## config.mk

```make
export PLATFORM = sky130hd
export DESIGN_NAME = mul_div_unit
export DESIGN_NICKNAME = d
export VERILOG_FILES = /design/src/rtl/mul_div_unit.sv
export SDC_FILE = /design/constraint.sdc
export NUM_CORES = 1
export LEC_CHECK = 0
export BUFFER_PORTS_ARGS = -buffer_cell sky130_fd_sc_hd__buf_2
export CAP_MARGIN = 30
export CORE_ASPECT_RATIO = 0.6
export CORE_MARGIN = 1
export CORE_UTILIZATION = 27
export CTS_CLUSTER_DIAMETER = 200
export DETAILED_ROUTE_END_ITERATION = 16
export PLACE_DENSITY = 0.5
export SYNTH_ARGS = -nofsm -noshare
export SYNTH_HDL_FRONTEND = slang
export SYNTH_SLANG_ARGS = --single-unit
export TNS_END_PERCENT = 5
```

## constraint.sdc

```tcl
create_clock -name clk -period 11 [get_ports clk]
set_input_delay 0 -clock clk [delete_from_list [all_inputs] [get_ports clk]]
set_output_delay 0 -clock clk [all_outputs]
set_load 0.1 [all_outputs]
```

## src/rtl/mul_div_unit.sv

```systemverilog
// mul_div_unit: iterative 32x32 multiply / 32/32 divide with architectural
// HI/LO registers. One result bit per cycle, 32 cycles per operation, result
// committed to HI/LO on the final iteration together with a one-cycle done.
module mul_div_unit (
  input  logic        clk,
  input  logic        reset,
  input  logic        start,
  input  logic [1:0]  op,
  input  logic [31:0] RsData,
  input  logic [31:0] RtData,
  input  logic        hi_we,
  input  logic        lo_we,
  output logic [31:0] hi_out,
  output logic [31:0] lo_out,
  output logic        busy,
  output logic        done
);

  localparam logic [0:0] S_IDLE = 1'b0;
  localparam logic [0:0] S_RUN  = 1'b1;

  logic [0:0]  state_q, state_d;
  logic [5:0]  cnt_q, cnt_d;
  logic [63:0] acc_q, acc_d;        // {upper, lower}: product or {remainder, quotient}
  logic [31:0] b_q, b_d;            // |multiplicand| or |divisor|
  logic        is_div_q, is_div_d;
  logic        neg_res_q, neg_res_d;
  logic        neg_rem_q, neg_rem_d;
  logic [31:0] rs_q, rs_d;          // original dividend, reported as HI on divide-by-zero
  logic [31:0] hi_q, hi_d;
  logic [31:0] lo_q, lo_d;
  logic        done_q, done_d;

  logic        signed_op;
  logic [31:0] a_mag, b_mag;
  logic [32:0] mul_sum;
  logic [63:0] mul_next;
  logic [32:0] rem_sh, div_diff;
  logic [63:0] div_next;
  logic [63:0] step;
  logic [63:0] prod_fix;
  logic [31:0] quo_fix, rem_fix;

  // Operand magnitudes and one iteration of shift-add / restoring divide.
  always_comb begin
    signed_op = ~op[0];
    a_mag     = (signed_op && RsData[31]) ? (32'd0 - RsData) : RsData;
    b_mag     = (signed_op && RtData[31]) ? (32'd0 - RtData) : RtData;

    // Multiply: add multiplicand into the upper half when the current
    // multiplier bit (acc[0]) is set, then shift the whole thing right.
    mul_sum  = {1'b0, acc_q[63:32]} + (acc_q[0] ? {1'b0, b_q} : 33'd0);
    mul_next = {mul_sum, acc_q[31:1]};

    // Divide: shift the next dividend bit into the remainder and subtract the
    // divisor; keep the difference only if it did not borrow.
    rem_sh   = {acc_q[63:32], acc_q[31]};
    div_diff = rem_sh - {1'b0, b_q};
    div_next = div_diff[32] ? {rem_sh[31:0], acc_q[30:0], 1'b0}
                            : {div_diff[31:0], acc_q[30:0], 1'b1};

    step     = is_div_q ? div_next : mul_next;
    prod_fix = neg_res_q ? (64'd0 - step) : step;
    quo_fix  = neg_res_q ? (32'd0 - step[31:0]) : step[31:0];
    rem_fix  = neg_rem_q ? (32'd0 - step[63:32]) : step[63:32];
  end

  // Next-state logic: launch, iterate, commit, and MTHI/MTLO writes.
  always_comb begin
    // NOTE: every output of this block gets a default first so no path leaves it unassigned, which would infer a latch.
    state_d   = state_q;
    cnt_d     = cnt_q;
    acc_d     = acc_q;
    b_d       = b_q;
    is_div_d  = is_div_q;
    neg_res_d = neg_res_q;
    neg_rem_d = neg_rem_q;
    rs_d      = rs_q;
    hi_d      = hi_q;
    lo_d      = lo_q;
    done_d    = 1'b0;

    if (state_q == S_IDLE) begin
      if (start) begin
        state_d   = S_RUN;
        cnt_d     = 6'd0;
        acc_d     = {32'd0, a_mag};
        b_d       = b_mag;
        is_div_d  = op[1];
        neg_res_d = signed_op & (RsData[31] ^ RtData[31]);
        neg_rem_d = signed_op & RsData[31];
        rs_d      = RsData;
      end else begin
        if (hi_we) hi_d = RsData;
        if (lo_we) lo_d = RsData;
      end
    end else begin
      acc_d = step;
      cnt_d = cnt_q + 6'd1;
      if (cnt_q == 6'd31) begin
        state_d = S_IDLE;
        cnt_d   = 6'd0;
        done_d  = 1'b1;
        if (!is_div_q) begin
          hi_d = prod_fix[63:32];
          lo_d = prod_fix[31:0];
        end else if (b_q == 32'd0) begin
          hi_d = rs_q;
          lo_d = 32'hFFFF_FFFF;
        end else begin
          hi_d = rem_fix;
          lo_d = quo_fix;
        end
      end
    end
  end

  // State registers; reset aborts any operation in flight without committing.
  always_ff @(posedge clk or negedge reset) begin
    // NOTE: every register here is a plain flop (no memory array), so all of them are reset; the datapath too, to keep an aborted run from leaving stale state.
    if (!reset) begin
      state_q   <= S_IDLE;
      cnt_q     <= 6'd0;
      acc_q     <= 64'd0;
      b_q       <= 32'd0;
      is_div_q  <= 1'b0;
      neg_res_q <= 1'b0;
      neg_rem_q <= 1'b0;
      rs_q      <= 32'd0;
      hi_q      <= 32'd0;
      lo_q      <= 32'd0;
      done_q    <= 1'b0;
    end else begin
      // NOTE: non-blocking assignments so every flop samples the pre-edge values, whatever the statement order.
      state_q   <= state_d;
      cnt_q     <= cnt_d;
      acc_q     <= acc_d;
      b_q       <= b_d;
      is_div_q  <= is_div_d;
      neg_res_q <= neg_res_d;
      neg_rem_q <= neg_rem_d;
      rs_q      <= rs_d;
      hi_q      <= hi_d;
      lo_q      <= lo_d;
      done_q    <= done_d;
    end
  end

  assign hi_out = hi_q;
  assign lo_out = lo_q;
  assign busy   = (state_q == S_RUN);
  assign done   = done_q;

endmodule

```

# Word level (Yosys, flattened, before mapping)
# Index checks and enable logic that the tools add are counted.
dict set report totals {
  output_inout_bits 66
  elab_cells 66
  ff_bits 203
  inputBits 71
}
dict set report classes {
  muxes 30
  n_bitwise 5
  n_eq_ne 3
  n_reduce_logical 9
  add_sub_neg 8
}
# operator n
set op_table {}
lappend op_table {{32-bit two-way mux} 17}
lappend op_table {{64-bit two-way mux} 5}
lappend op_table {{1-bit by 32-bit subtractor with 32-bit output, first input constant} 4}
lappend op_table {{1-bit by 64-bit subtractor with 64-bit output, first input constant} 1}
lappend op_table {{32-bit by 32-bit adder with 33-bit output} 1}
lappend op_table {{33-bit by 32-bit subtractor with 33-bit output} 1}
lappend op_table {{32-bit zero test} 1}
lappend op_table {{6-bit two-way mux} 3}
lappend op_table {{6-bit by 1-bit adder with 6-bit output, second input constant} 1}
lappend op_table {{6-bit by 5-bit equality test with 1-bit output, second input constant} 1}
lappend op_table {{3-bit AND reduction} 2}
lappend op_table {{2-bit nonzero test} 3}
lappend op_table {{1-bit two-way mux} 5}
lappend op_table {{2-bit by 1-bit inequality test with 1-bit output, second input constant} 2}
lappend op_table {{1-bit bitwise AND} 2}
lappend op_table {{1-bit logical AND} 2}
lappend op_table {{1-bit inverter} 2}
lappend op_table {{2-bit AND reduction} 1}
lappend op_table {{1-bit XOR} 1}

# Depth between registers and ports, before layout
dict set report logic_depth {
  word_depth 9
  depth_mapped 28
  depth_no_buf 24
}

# Worst setup path before layout
# Ideal clock, no wire load.
dict set report synth_path {
  kind {register -> register}
  start {register acc_q[31]}
  end {register hi_q[24], in the netlist hi_out[24]}
  path_buffers 4
  arrival_ns 5.395
  setup_time_ns 0.142
  setup_slack_ns 5.462
  required_ns 10.858
  period_less_slack_ns 5.538
  stages_incl_launch_ff 25
  path_cell_list {dfrtp_1 > inv_1 > ha_1 > inv_1 > fa_1 > a211oi_2 > o211ai_2 > and4_4 > o21ai_1 > a211o_1 > buf_6 > buf_6 > buf_2 > nor2_1 > a21oi_1 > ha_1 > o21ai_0 > nor4_1 > inv_2 > or4_1 > or3_1 > buf_2 > or4_1 > a21oi_1 > o221ai_1}
}
dict set report synth_via {
  elab_chain_cells 9
  elab_cells_between_ends 11
  classes_between {3 x add/sub; 8 x mux}
}
# element line_no
set synth_lines {}
lappend synth_lines {{from (decl)} 24} ;# logic [63:0] acc_q, acc_d;
lappend synth_lines {{from (signal assigned)} 124} ;# acc_q <= 64'd0;
lappend synth_lines {{from (signal assigned)} 137} ;# acc_q <= acc_d;
lappend synth_lines {{33-bit by 32-bit subtractor with 33-bit output} 58} ;# div_diff = rem_sh - {1'b0, b_q};
lappend synth_lines {{64-bit two-way mux} 59} ;# div_next = div_diff[32] ? {rem_sh[31:0], acc_q[30:0], 1'b0}
lappend synth_lines {{64-bit two-way mux (*)} 62} ;# step = is_div_q ? div_next : mul_next;
lappend synth_lines {{1-bit by 32-bit subtractor with 32-bit output} 65} ;# rem_fix = neg_rem_q ? (32'd0 - step[63:32]) : step[63:32];
lappend synth_lines {{32-bit two-way mux} 65}
lappend synth_lines {{32-bit two-way mux} 107} ;# end else if (b_q == 32'd0) begin
lappend synth_lines {{32-bit two-way mux (*)} 104} ;# if (!is_div_q) begin
lappend synth_lines {{32-bit two-way mux (*)} 100} ;# if (cnt_q == 6'd31) begin
lappend synth_lines {{32-bit two-way mux (*)} 83} ;# if (state_q == S_IDLE) begin
lappend synth_lines {{to (signal assigned)} 143} ;# hi_q <= hi_d;
lappend synth_lines {{to (decl)} 30} ;# logic [31:0] hi_q, hi_d;
# Mark *: on every way between the ends. The rest lies on a longest branch, timed or not. The select of a mux whose other input is x is not followed.
# A chain may end at the register's enable or synchronous reset.

# Worst setup path in the final report
dict set report layout_path {
  start {register b_q[29]}
  end {register hi_q[30], in the netlist hi_out[30]}
}
dict set report layout_via {
  elab_chain_cells 9
  elab_cells_between_ends 14
  classes_between {4 x add/sub; 9 x mux; 1 x reduce/logical}
}
# element line_no
set layout_lines {}
lappend layout_lines {{from (decl)} 25} ;# logic [31:0] b_q, b_d;
lappend layout_lines {{from (signal assigned)} 125} ;# b_q <= 32'd0;
lappend layout_lines {{from (signal assigned)} 138} ;# b_q <= b_d;
lappend layout_lines {{33-bit by 32-bit subtractor with 33-bit output or 32-bit two-way mux (tied branches)} {58, 52}}
lappend layout_lines {{64-bit two-way mux or 32-bit by 32-bit adder with 33-bit output (tied branches)} {59, 52}}
lappend layout_lines {{64-bit two-way mux} 62}
lappend layout_lines {{1-bit by 32-bit subtractor with 32-bit output} 65}
lappend layout_lines {{32-bit two-way mux} 65}
lappend layout_lines {{32-bit two-way mux} 107}
lappend layout_lines {{32-bit two-way mux (*)} 104}
lappend layout_lines {{32-bit two-way mux (*)} 100}
lappend layout_lines {{32-bit two-way mux (*)} 83}
# Marks and branches as above.

==> flow_metrics.py <==
metrics = {
    "routing": {
        "vias": 18985,
        "routed.top_layer": "met4",
        "detail-route-antenna-nets": 0,
        "met1Wirelength_mm": 40.8,
        "firstDrtPassIters": 5,
        "drcViolationCount": 0,
        "wl_per_cell_um": 23.5,
        "dr.first_iter.drc_count": 2089,
        "wl_met3_mm": 6.82,
        "via_per_inst": 5.65,
        "wl_met2_mm": 30.2,
        "drt_wl_total_mm": 79.1,
    },
    "status": {
        "status": "finished clean",
    },
    "die": {
        "ios": 137,
        "die_y_um": 202,
        "initial_utilization_pct": 27.6,
        "die_x_um": 335,
        "core_um2": 65100,
        "die_area_um2": 67600,
        "rows": 72,
    },
    "finish": {
        "fin_nets": 2596,
        "multiInputGateArea_um2": 12000,
        "post-route-util_pct": 32.4,
        "area_delta_synth_final_pct": 17.6,
        "regArea_um2": 5090,
        "drive_gt1_share_pct": 12.5,
        "n_fill_cell": 6916,
        "n_antenna_cell": 0,
    },
    "global_routing": {
        "grt_max_degree": 88,
        "grt_pass1_vias": 17892,
        "grt_pass1_wl_mm": 119,
        "grtUsageTotal_pct": 23.1,
        "overflow": 0,
        "antenna_found_initial": 1,
    },
    "yosys": {
        "synth_edf_count": 0,
        "yosysTopAreaCell": "dfrtp_1",
        "syn-num-nets": 2458,
        "synth.most_common_cell": "nand2_1",
        "synth_warnings": 0,
        "synthTopCellsByCount": "nand2_1, o21ai_0, dfrtp_1",
        "syn_avg_cell_area_um2": 7.76,
        "yosysSeqAreaShare_pct": 28.3,
        "synthTopCellsByArea": "dfrtp_1, nand2_1, o21ai_0",
        "synthFlopType": "dfrtp_1",
        "synth-async-reset-ratio_pct": 100,
        "netlist_area_um2": 18000,
        "synth_cells": 2316,
        "synth_top_area_share_pct": 28.3,
        "synth_seq_cells": 203,
        "synth_cell_type_count": 95,
    },
    "clock_network": {
        "clkTransAtPathRegs_ps": 60,
        "cts_sinks": 203,
        "postCtsSetupRepairBufs": 0,
        "h-tree-depth": 1,
        "cts_buffer_depth": 3,
        "root_buffer": "clkbuf_16",
        "cts_tree": "built",
        "cts_buffers": 25,
        "clock_latency_ps": 570,
    },
    "setup_path": {
        "r2r_cells": 20,
        "end_kind": "flop",
        "cp_data_required_time_ps": 11450,
        "path_class": "flop to flop",
        "crit_start": "b_q[29]",
        "critPathLaunchType": "flop",
        "critPathMaxFanout": 24,
        "cp_data_arrival_time_ps": 8360,
        "reg2reg_from": "b_q[29]",
    },
    "timing": {
        "worst_slew_pin_slew_ps": 1110,
        "finalSetupTns_ps": 0,
        "finalSetupViolCount": 0,
        "finalHoldViolations": 0,
        "final_max_slew_viol_count": 0,
        "timing.fmax_ghz": 0.126,
        "finalClockSkew_ps": 25.9,
        "slew-limit-headroom_pct": 25.3,
        "finalCritPeriodShare_pct": 71.9,
        "rsz0062_at_grt": "false",
        "min_period_ps": 7910,
    },
    "place": {
        "dpl.hpwl_mm": 60.9,
        "numPortBuffers": 136,
        "gp_routability_congestion": 0.955,
    },
    "worst_hold_path": {
        "hp-class": "input pin to flop",
        "min_path_cells": 2,
        "hp-start": "start",
    },
    "run": {
        "drv_cap": 0,
    },
}
-- metrics by stage --
| step | worst slack, ps | cell area, um2 | instances | hold WS [ps] |
|---|---|---|---|---|
| floorplan | 5460 | 18000 | 2316 | -296 |
| global placement | 3560 | 19400 | 3227 | 90.9 |
| detailed placement | 3400 | 19500 | 3231 | 87.7 |
| CTS | 3380 | 21100 | 3357 | 1.47 |
| global route | 2840 | 21100 | 3359 | 35.7 |
| finish | 3090 | 21100 | 3359 | 15.5 |
-- routing by layer --
| metal | GRT usage (%) | vias to the layer above |
|---|---|---|
| met5 | 0 | - |
| met4 | 3.49 | 0 |
| met3 | 4.16 | 76 |
| met2 | 30.7 | 757 |
| met1 | 37.7 | 9442 |
| li1 | - | 8710 |
-- what timing repair did --
action                                 4_1_cts  5_1_grt
endpoints found under the hold margin      233        0
gates resized for setup                      0        0
hold buffers                                82        0
-- worst max-delay path: stages, from the launching register on --
cell,delay (ps)
dfrtp_1,390
inv_1,60
ha_1,420
nand4_1,320
nor4_1,1020
o211a_1,460
a211o_1,530
buf_4,450
nor2_1,200
a21oi_1,220
ha_1,210
o21ai_0,130
nor4_1,600
inv_2,90
or4_1,610
or3_1,690
nor2_1,300
nand4_1,360
o211a_1,350
o21a_1,180
o21a_1,170
-- path summary, 6_finish.rpt --
check | slack, ps | to
hold / removal | 20 | acc_q[35]
max in group asynchronous | 9490 | busy
hold reg to reg | 490 | hi_out[1]
min in group asynchronous | 50 | hi_out[4]
setup / recovery | 3090 | hi_out[30]
setup reg to reg | 3090 | hi_out[30]
-- registers in the layout, summed over array words and instances (netlist names) --
| signal | cells |
|---|---|
| neg_res_q | 1 |
| neg_rem_q | 1 |
| lo_out | 32 |
| b_q | 32 |
| hi_out | 32 |
| done | 1 |
| rs_q | 32 |
| is_div_q | 1 |
| busy | 1 |
| acc_q | 64 |
| cnt_q | 6 |
-- cell families after synthesis --
group                    synth area share (%)
AO/OA/AOI/OAI                            26.3
XOR/XNOR                                 8.43
adder cells (fa/ha/maj)                  5.03
buffers and inverters                    4.92
flip-flops                               28.3
multiplexers                             5.02
AND/OR/NAND/NOR                          22.0
-- placed cells by master, fill, tap and decap left out, drive strengths merged, types with 48 or more instances in the layout --
master	count
nor3	51
mux2	48
inv	72
buf	172
xor2	75
o21ai	245
dlygate4sd3	82
ha	69
xnor2	98
dfrtp	203
nor2	175
nand2	348
a21oi	138
-- area by class of cell --
cell class | count | share of cell area (%)
timing repair buffer | 254 | 8.42
inverter | 73 | 1.30
tap | 888 | 5.26
multi-input combinational | 1897 | 57.0
clock buffer | 37 | 3.51
sequential | 203 | 24.1
clock inverter | 7 | 0.450
Power is left out: the tool's default activity adds up to more than one toggle a clock period on the data nets, which glitch-free logic cannot reach.
